### config.mk
export PLATFORM = sky130hd
export DESIGN_NAME = seq_detect_ctrl
export DESIGN_NICKNAME = d
export VERILOG_FILES = /design/src/rtl/seq_detect_pkg.sv /design/src/rtl/seq_match_core.sv /design/src/rtl/seq_detect_ctrl.sv
export SDC_FILE = /design/constraint.sdc
export NUM_CORES = 1
export LEC_CHECK = 0
export BUFFER_PORTS_ARGS = -buffer_cell sky130_fd_sc_hd__buf_2
export CORE_MARGIN = 3
export CORE_UTILIZATION = 56
export DETAILED_ROUTE_END_ITERATION = 6
export MAX_ROUTING_LAYER = met4
export PLACE_DENSITY_LB_ADDON = 0.05
export SLEW_MARGIN = 20
export SYNTH_ARGS = -nofsm -noshare
export SYNTH_HDL_FRONTEND = slang
export SYNTH_SLANG_ARGS = --single-unit
### constraint.sdc
create_clock -name clk -period 3.1 [get_ports clk]
set_input_delay 0.155 -clock clk [delete_from_list [all_inputs] [get_ports clk]]
set_output_delay 0.155 -clock clk [all_outputs]
set_load 0.1 [all_outputs]
### src/rtl/seq_detect_pkg.sv
// Shared types and default sizes for the serial pattern detector slice.
package seq_detect_pkg;

  localparam int DEF_DATA_W = 8;
  localparam int DEF_PAT_W  = 8;
  localparam int DEF_CNT_W  = 16;

  typedef enum logic {
    IDLE  = 1'b0,
    SHIFT = 1'b1
  } state_t;

endpackage

### src/rtl/seq_match_core.sv
// Moore-style serial matcher: bit history, fill count and a
// registered one-cycle match pulse.
module seq_match_core
  import seq_detect_pkg::*;
#(
  parameter int PAT_W = DEF_PAT_W,
  parameter int LEN_W = $clog2(PAT_W) + 1
) (
  input  logic             clk,
  input  logic             rst,
  input  logic             bit_valid,
  input  logic             bit_in,
  input  logic [PAT_W-1:0] pattern,
  input  logic [LEN_W-1:0] len,
  input  logic             overlap,
  input  logic             clr,
  output logic             det_pulse
);

  localparam logic [LEN_W-1:0] FULL = LEN_W'(PAT_W);
  localparam logic [LEN_W:0]   ONE  = (LEN_W+1)'(1);

  logic [PAT_W-1:0] hist;
  logic [PAT_W-1:0] hist_nxt;
  logic [PAT_W-1:0] mask;
  logic [LEN_W-1:0] fill;
  logic [LEN_W-1:0] fill_nxt;
  logic [LEN_W:0]   fill_inc;
  logic             match;

  always_comb begin
    hist_nxt = {hist[PAT_W-2:0], bit_in};
    for (int i = 0; i < PAT_W; i++) begin
      mask[i] = (i < int'(len));
    end
    fill_inc = {1'b0, fill} + ONE;
    match = (len != '0)
         && (fill_inc >= {1'b0, len})
         && (((hist_nxt ^ pattern) & mask) == '0);
    fill_nxt = fill;
    // Non-overlap restarts the count so the next hit needs len fresh bits
    if (match && !overlap) begin
      fill_nxt = '0;
    end else if (fill < FULL) begin
      fill_nxt = fill_inc[LEN_W-1:0];
    end
  end

  always_ff @(posedge clk) begin
    if (rst || clr) begin
      hist      <= '0;
      fill      <= '0;
      det_pulse <= 1'b0;
    end else begin
      det_pulse <= bit_valid && match;
      if (bit_valid) begin
        hist <= hist_nxt;
        fill <= fill_nxt;
      end
    end
  end

endmodule

### src/rtl/seq_detect_ctrl.sv
// Word serialiser, config registers, match counter and threshold irq
// wrapped around the serial matcher.
module seq_detect_ctrl
  import seq_detect_pkg::*;
#(
  parameter  int DATA_W = DEF_DATA_W,
  parameter  int PAT_W  = DEF_PAT_W,
  parameter  int CNT_W  = DEF_CNT_W,
  localparam int LEN_W  = $clog2(PAT_W) + 1
) (
  input  logic              clk,
  input  logic              rst,
  input  logic              enable,
  input  logic              cfg_we,
  input  logic [PAT_W-1:0]  cfg_pattern,
  input  logic [LEN_W-1:0]  cfg_len,
  input  logic              cfg_overlap,
  input  logic [CNT_W-1:0]  cfg_thresh,
  input  logic              s_valid,
  output logic              s_ready,
  input  logic [DATA_W-1:0] s_data,
  output logic              det_pulse,
  output logic [CNT_W-1:0]  match_cnt,
  output logic              irq,
  input  logic              irq_clr,
  output logic              busy
);

  localparam int BC_W = (DATA_W > 1) ? $clog2(DATA_W) : 1;
  localparam logic [BC_W-1:0]  LAST = BC_W'(DATA_W - 1);
  localparam logic [BC_W-1:0]  BC1  = BC_W'(1);
  localparam logic [LEN_W-1:0] FULL = LEN_W'(PAT_W);
  localparam logic [CNT_W:0]   C1   = (CNT_W+1)'(1);

  state_t            state;
  state_t            state_nxt;
  logic [DATA_W-1:0] shreg;
  logic [BC_W-1:0]   bit_cnt;
  logic              last_bit;
  logic              hs;
  logic              cfg_wr;

  logic [PAT_W-1:0]  pat_r;
  logic [LEN_W-1:0]  len_r;
  logic              ovl_r;
  logic [CNT_W-1:0]  thr_r;
  logic [CNT_W:0]    cnt_inc;
  logic              irq_set;

  assign last_bit = (state == SHIFT) && (bit_cnt == LAST);
  assign hs       = s_valid && s_ready;
  assign cfg_wr   = cfg_we && (state == IDLE);

  always_ff @(posedge clk) begin
    if (rst) state <= IDLE;
    else     state <= state_nxt;
  end

  always_comb begin
    state_nxt = state;
    unique case (state)
      IDLE:  if (hs) state_nxt = SHIFT;
      SHIFT: if (last_bit && !hs) state_nxt = IDLE;
    endcase
  end

  // Ready is forced low during reset so no word slips in mid-reset
  always_comb begin
    s_ready = enable && !rst && ((state == IDLE) || last_bit);
    busy    = (state == SHIFT);
  end

  always_ff @(posedge clk) begin
    if (rst) begin
      shreg   <= '0;
      bit_cnt <= '0;
    end else if (hs) begin
      shreg   <= s_data;
      bit_cnt <= '0;
    end else if (state == SHIFT) begin
      shreg   <= {shreg[DATA_W-2:0], 1'b0};
      bit_cnt <= bit_cnt + BC1;
    end
  end

  always_ff @(posedge clk) begin
    if (rst) begin
      pat_r <= '0;
      len_r <= '0;
      ovl_r <= 1'b1;
      thr_r <= '0;
    end else if (cfg_wr) begin
      pat_r <= cfg_pattern;
      len_r <= (cfg_len > FULL) ? FULL : cfg_len;
      ovl_r <= cfg_overlap;
      thr_r <= cfg_thresh;
    end
  end

  assign cnt_inc = {1'b0, match_cnt} + C1;
  assign irq_set = det_pulse && (thr_r != '0)
                && (cnt_inc == {1'b0, thr_r});

  always_ff @(posedge clk) begin
    if (rst || cfg_wr) begin
      match_cnt <= '0;
      irq       <= 1'b0;
    end else begin
      if (det_pulse && (match_cnt != '1)) begin
        match_cnt <= cnt_inc[CNT_W-1:0];
      end
      if (irq_set)      irq <= 1'b1;
      else if (irq_clr) irq <= 1'b0;
    end
  end

  seq_match_core #(
    .PAT_W (PAT_W),
    .LEN_W (LEN_W)
  ) u_core (
    .clk       (clk),
    .rst       (rst),
    .bit_valid (busy),
    .bit_in    (shreg[DATA_W-1]),
    .pattern   (pat_r),
    .len       (len_r),
    .overlap   (ovl_r),
    .clr       (cfg_wr),
    .det_pulse (det_pulse)
  );

endmodule

; Yosys cells after proc, flatten, opt, wreduce, memory -nomap -nowiden
; Cells that the tools add are included.
; Widths: inputs -> output; s select.
[word_totals]
reg_bits = 70
input_bits = 43
output_inout_bits = 20
word_cells = 68
[op_classes]
n_addsub = 3
magnitude_cmp = 11
n_eq_ne = 3
n_mux = 10
n_bitwise = 3
n_reduce_logical = 26
[op_table]
columns = op, count
row1 = $add 16x1->17 const B, 1
row2 = $eq 17x16->1, 1
row3 = $lt 3x4->1 const A, 4
row4 = $mux 8, 2
row5 = $ne 16x16->1 const B, 1
row6 = $reduce_bool 16->1, 1
row7 = $logic_and 1x1->1, 13
row8 = $mux 4, 3
row9 = $and 8x8->8, 1
row10 = $logic_not 8->1, 1
row11 = $lt 1x4->1 const A, 2
row12 = $lt 2x4->1 const A, 2
row13 = $xor 8x8->8, 1
row14 = $reduce_bool 2->1, 3
row15 = $add 4x1->5 const B, 1
row16 = $ge 5x4->1, 1
row17 = $gt 4x4->1 const B, 1
row18 = $lt 4x4->1 const B, 1
row19 = $mux 1, 4
row20 = $reduce_bool 4->1, 1
row21 = $add 3x1->3 const B, 1
row22 = $eq 3x3->1 const B, 1
row23 = $logic_not 1->1, 3
row24 = $logic_or 1x1->1, 2
row25 = other kinds (4), 4

; Logic depth before layout (Yosys ltp)
[logic_depth]
depth_word = 9
depth_mapped = 8
depth_no_buf = 7

; Cells and area by module
; A second synthesis with hierarchy kept.
[hier_totals]
hier_cells = 423
hier_area_um2 = 3540.9
[by_module_without_submodules]
columns = module, instances, cells_per_inst, area_each_um2, seq_area_each_um2
row1 = seq_detect_ctrl, 1, 339, 2792.7, 1161.1
row2 = seq_match_core, 1, 84, 748.2, 240.2

; Least setup slack after synthesis
; Ideal clock, no wire load.
[synth_path]
kind = register to register
start = register match_cnt[0]
end = register irq
setup_time_ps = 69
arrival_ps = 2909
t_required_ps = 3031
slack_ps = 122
stages_incl_launch_ff = 8
path_buffers = 0
synth_period_minus_slack_ps = 2978
cell_sequence = dfxtp_1 ha_1 nand3_2 nor4_1 mux2i_1 nand2_1 or4_1 o21ai_1
[synth_via]
elab_chain_len = 4
word_cells_on_any_way = 5
cone_classes = add/sub: 1 / eq/ne: 1 / mux: 1 / reduce/logical: 2
[synth_rtl]
columns = item, line
row1 = start: declaration, seq_detect_ctrl.sv:23  ; output logic [CNT_W-1:0] match_cnt,
row2 = start signal: assignment, seq_detect_ctrl.sv:110  ; match_cnt <= cnt_inc[CNT_W-1:0];
row3 = $add 16x1->17 (*), seq_detect_ctrl.sv:100  ; assign cnt_inc = {1'b0, match_cnt} + C1;
row4 = $eq 17x16->1 (*), seq_detect_ctrl.sv:102  ; && (cnt_inc == {1'b0, thr_r});
row5 = $logic_and 1x1->1 (*), seq_detect_ctrl.sv:102
row6 = $mux 1 / $reduce_bool 2->1 (equally long branches), --
row7 = end signal: assignment, seq_detect_ctrl.sv:107  ; irq <= 1'b0;
row8 = end signal: assignment, seq_detect_ctrl.sv:112  ; if (irq_set) irq <= 1'b1;
row9 = end signal: assignment, seq_detect_ctrl.sv:113  ; else if (irq_clr) irq <= 1'b0;
row10 = end: declaration, seq_detect_ctrl.sv:24  ; output logic irq,
; Mark *: on every way between the ends. The rest lies on a longest branch, timed or not.
; A chain may end at the register's enable or synchronous reset.

; Final worst setup path
; Same ends and word-level chain as after synthesis.

==> results by group <==
Final layout
  • Number of fill cells: between 500 and 600
  • Synthesis-to-finish area growth: 15.1%
  • Antenna diodes: 0
  • # nets final: roughly 530
  • Layout cell share with drive strength beyond 1: 19.1%
  • Multi-input combinational cell area: between 1500 and 2000 sq um
  • Reg area: 1400 sq um
  • Fin cells: 557

Routing
  • DRC Markers: 0
  • DRT iter0 DRCs: 118
  • Total routed wirelength: roughly 8 mm
  • DR pass1 iterations: 5
  • ANT nets after route: 0
  • Vias per cell: 5.55
  • Avg WL per Cell: 14.1 microns
  • Vias: 3092

Floorplanning
  • Die span in x: 85.3 microns
  • Initial Util: between 50% and 60%
  • Core box area: 5990 sq um
  • Die height: 85.3 microns
  • Rows: 28
  • Full die area: 7270 sq um
  • Io pins: between 60 and 70

Power
  • Pwr/cell area: 469 nW/um^2
  • Leak: 1.59 nW
  • Worst IR Drop VDD: 0.362 mV
  • Final Total Pwr: ~1.9 mW

Synth
  • Synth unique cells: 48
  • Sequential fraction of the synthesis area: 39.8%
  • Share of the synthesized area in the top cell type: 39.8%
  • Area leader, netlist: dfxtp_1
  • Synth Cell Area: around 3500 sq um
  • Synth Instances: around 420
  • Synth area leaders: dfxtp_1, nand2_1, xnor2_1
  • Share of flip-flops with an asynchronous set or reset: 0%
  • Post-synth EDFFs: 0
  • Mean Syn Cell Area: approximately 8.3 sq um
  • Synth warn: 0
  • Synth Register Bits: 70
  • Synth Net Count: 474
  • Post-synth top flop: dfxtp_1

Setup path
  • Worst setup path class: reg -> reg
  • WP buf/inv: 0
  • Worst-path fanout max: 7
  • Critical path launch point type: flip-flop
  • Worst EP required: roughly 3.4 ns
  • Crit path capture type: flip-flop
  • CP delay by family, top: simple AND/OR/NAND/NOR gates
  • Critical path's slowest cell: nor4_1
  • Max incr delay on CP: a little under 0.6 ns
  • Worst-path cell chain: ha_1, nand3_2, nor4_1, mux2i_1, nand2_1, or4_1, o21ai_1
  • Worst EP arrival: 2.76 ns

Clock network
  • CTS tree: done
  • Post-CTS sizing: 0
  • Num CTS Buffers: 9
  • Clock Tree Buf Depth: 2
  • Hold_buf cts: 0
  • Worst-path clk slew: 0.07 ns
  • CTS root buf: clkbuf_8
  • Post-CTS setup buffer count: 0
  • Worst-Skew Late Latency: 0.35 ns
  • Sink Count: 70
  • H-tree Lvls: 3

STA
  • Worst slew margin: 61.4%
  • Hold Vio Cnt, Final: 0
  • Final Cycle Share: 80.0%
  • WHS: 0.0354 ns
  • Skew final: 0.00569 ns
  • RSZ-0062 raised after global routing: false
  • Actual slew at the worst max-slew pin: about 0.57 ns
  • Final setup fails: 0
  • Slew Viols, Final: 0
  • F_max: between 400 and 500 MHz
  • Final Critical Period: 2.48 ns
  • Setup TNS: 0 ns

Global route
  • Pin count of the biggest net entering global routing: 44
  • First-pass GRT wire length: 13.1 mm
  • Vias in the first global route: 2911
  • Initial antenna violation count: 0
  • Total GRT Usage: a little under a quarter
  • GR Overflow Total: 0

Placement
  • Placed cell count: approximately 540
  • GP Congestion: 0.948
  • Detail Placement HPWL: 5.60 mm
  • Buffers on Ports: 62

Status
  • Outcome: completed

Min path
  • HP Class: in -> reg

Flow run
  • Max_cap viols: 0
## layout make-up
cell class                      count  share of cell area [%]
Tap cell                           75                    2.32
Sequential cell                    70                    34.6
Inverter                            6                   0.556
Clock buffer                        9                    3.06
Clock inverter                      7                    1.61
Multi-Input combinational cell    323                    49.3
Timing Repair Buffer               67                    8.59
## layer usage
metal	global-route usage, %	vias up	part of all wire, %	wire length, microns
li1	-	1579	-	-
met1	27.8	1418	44	3490
met2	37.4	81	48	3770
met3	5.34	14	5.8	458
met4	7.63	0	1.8	138
met5	-	-	0	0
## cells in the mapped netlist (all sizes together) (3+ instances only)
| cell | instances |
|---|---|
| and3 | 5 |
| xnor2 | 26 |
| nand3b | 5 |
| xor2 | 18 |
| dfxtp | 70 |
| nand2 | 69 |
| nor4 | 8 |
| a31oi | 4 |
| ha | 8 |
| nor2 | 35 |
| nor3 | 13 |
| and2 | 3 |
| inv | 6 |
| o21ai | 7 |
| a211o | 3 |
| buf | 9 |
| clkbuf | 15 |
| a21oi | 35 |
| nand2b | 9 |
| nand4 | 11 |
| a211oi | 9 |
| mux2i | 19 |
| nand3 | 11 |
| nor2b | 3 |
## cell usage in the layout (no fill, tap or decap), types with 3 or more instances in the layout
cell / count
nand2_1: 69
nor3_1: 13
xnor2_1: 26
nand4_1: 11
nor4_1: 8
o21ai_0: 6
clkinv_2: 4
a31oi_1: 4
nand2b_1: 9
ha_1: 8
nor2_1: 35
and3_1: 5
dfxtp_1: 70
buf_2: 62
nand3_1: 10
nand3b_1: 5
clkbuf_8: 9
a211oi_1: 9
inv_1: 6
a21oi_1: 35
a211o_1: 3
mux2i_1: 19
buf_4: 5
xor2_1: 18
## sequential cells by signal (all words and copies together), names as in the netlist
name and cells:
irq 1, pat_r 8, shreg 8, ovl_r 1, bit_cnt 3, match_cnt 16, u_core.fill 4, u_core.det_pulse 1
u_core.hist 7, len_r 4, thr_r 16, busy 1
## worst min-delay path: cells and delay by family
kind                   cells  cell delay (ns)
buffers and inverters      1             0.08
and+or+nand+nor            2             0.11
## through the flow
stage                     util [%]  setup WS, ns  area (sq um)
after floorplan                  -         0.122          3520
after global placement        64.4         0.784          3860
after detailed placement      64.4         0.634          3860
after CTS                     67.6         0.613          4050
after global routing          67.6         0.474          4050
final                         67.6         0.620          4050
## final timing paths
check / cells after the start / to / start / slack [ns]
max: 7 / irq / match_cnt[0] / 0.62
min reg2reg: 2 / pat_r[6] / pat_r[6] / 0.47
max reg2reg: 7 / irq / match_cnt[0] / 0.62
min: 3 / ovl_r / cfg_overlap / 0.04
## kinds of logic (layout without fill, tap and decap cells)
kind of cell               count (synthesis)  after routing  share of synthesized area (%)
DFF                                       70             70                           39.8
muxes                                     19             19                           5.41
AOI/OAI and AO/OA                         70             70                           12.3
xor gates and xnor gates                  44             44                           11.0
and+or+nand+nor                          182            182                           25.1
buffers and inverters                     30             89                           3.52
adders and majority gates                  8              8                           2.85
## report_power, final
group	internal [mW]	total (mW)	switching, mW
combinational	0.0970	0.229	0.132
clock	0.365	0.707	0.342
sequential	0.933	0.964	0.0306
No activity file was read; power rests on OpenSTA's default activity.
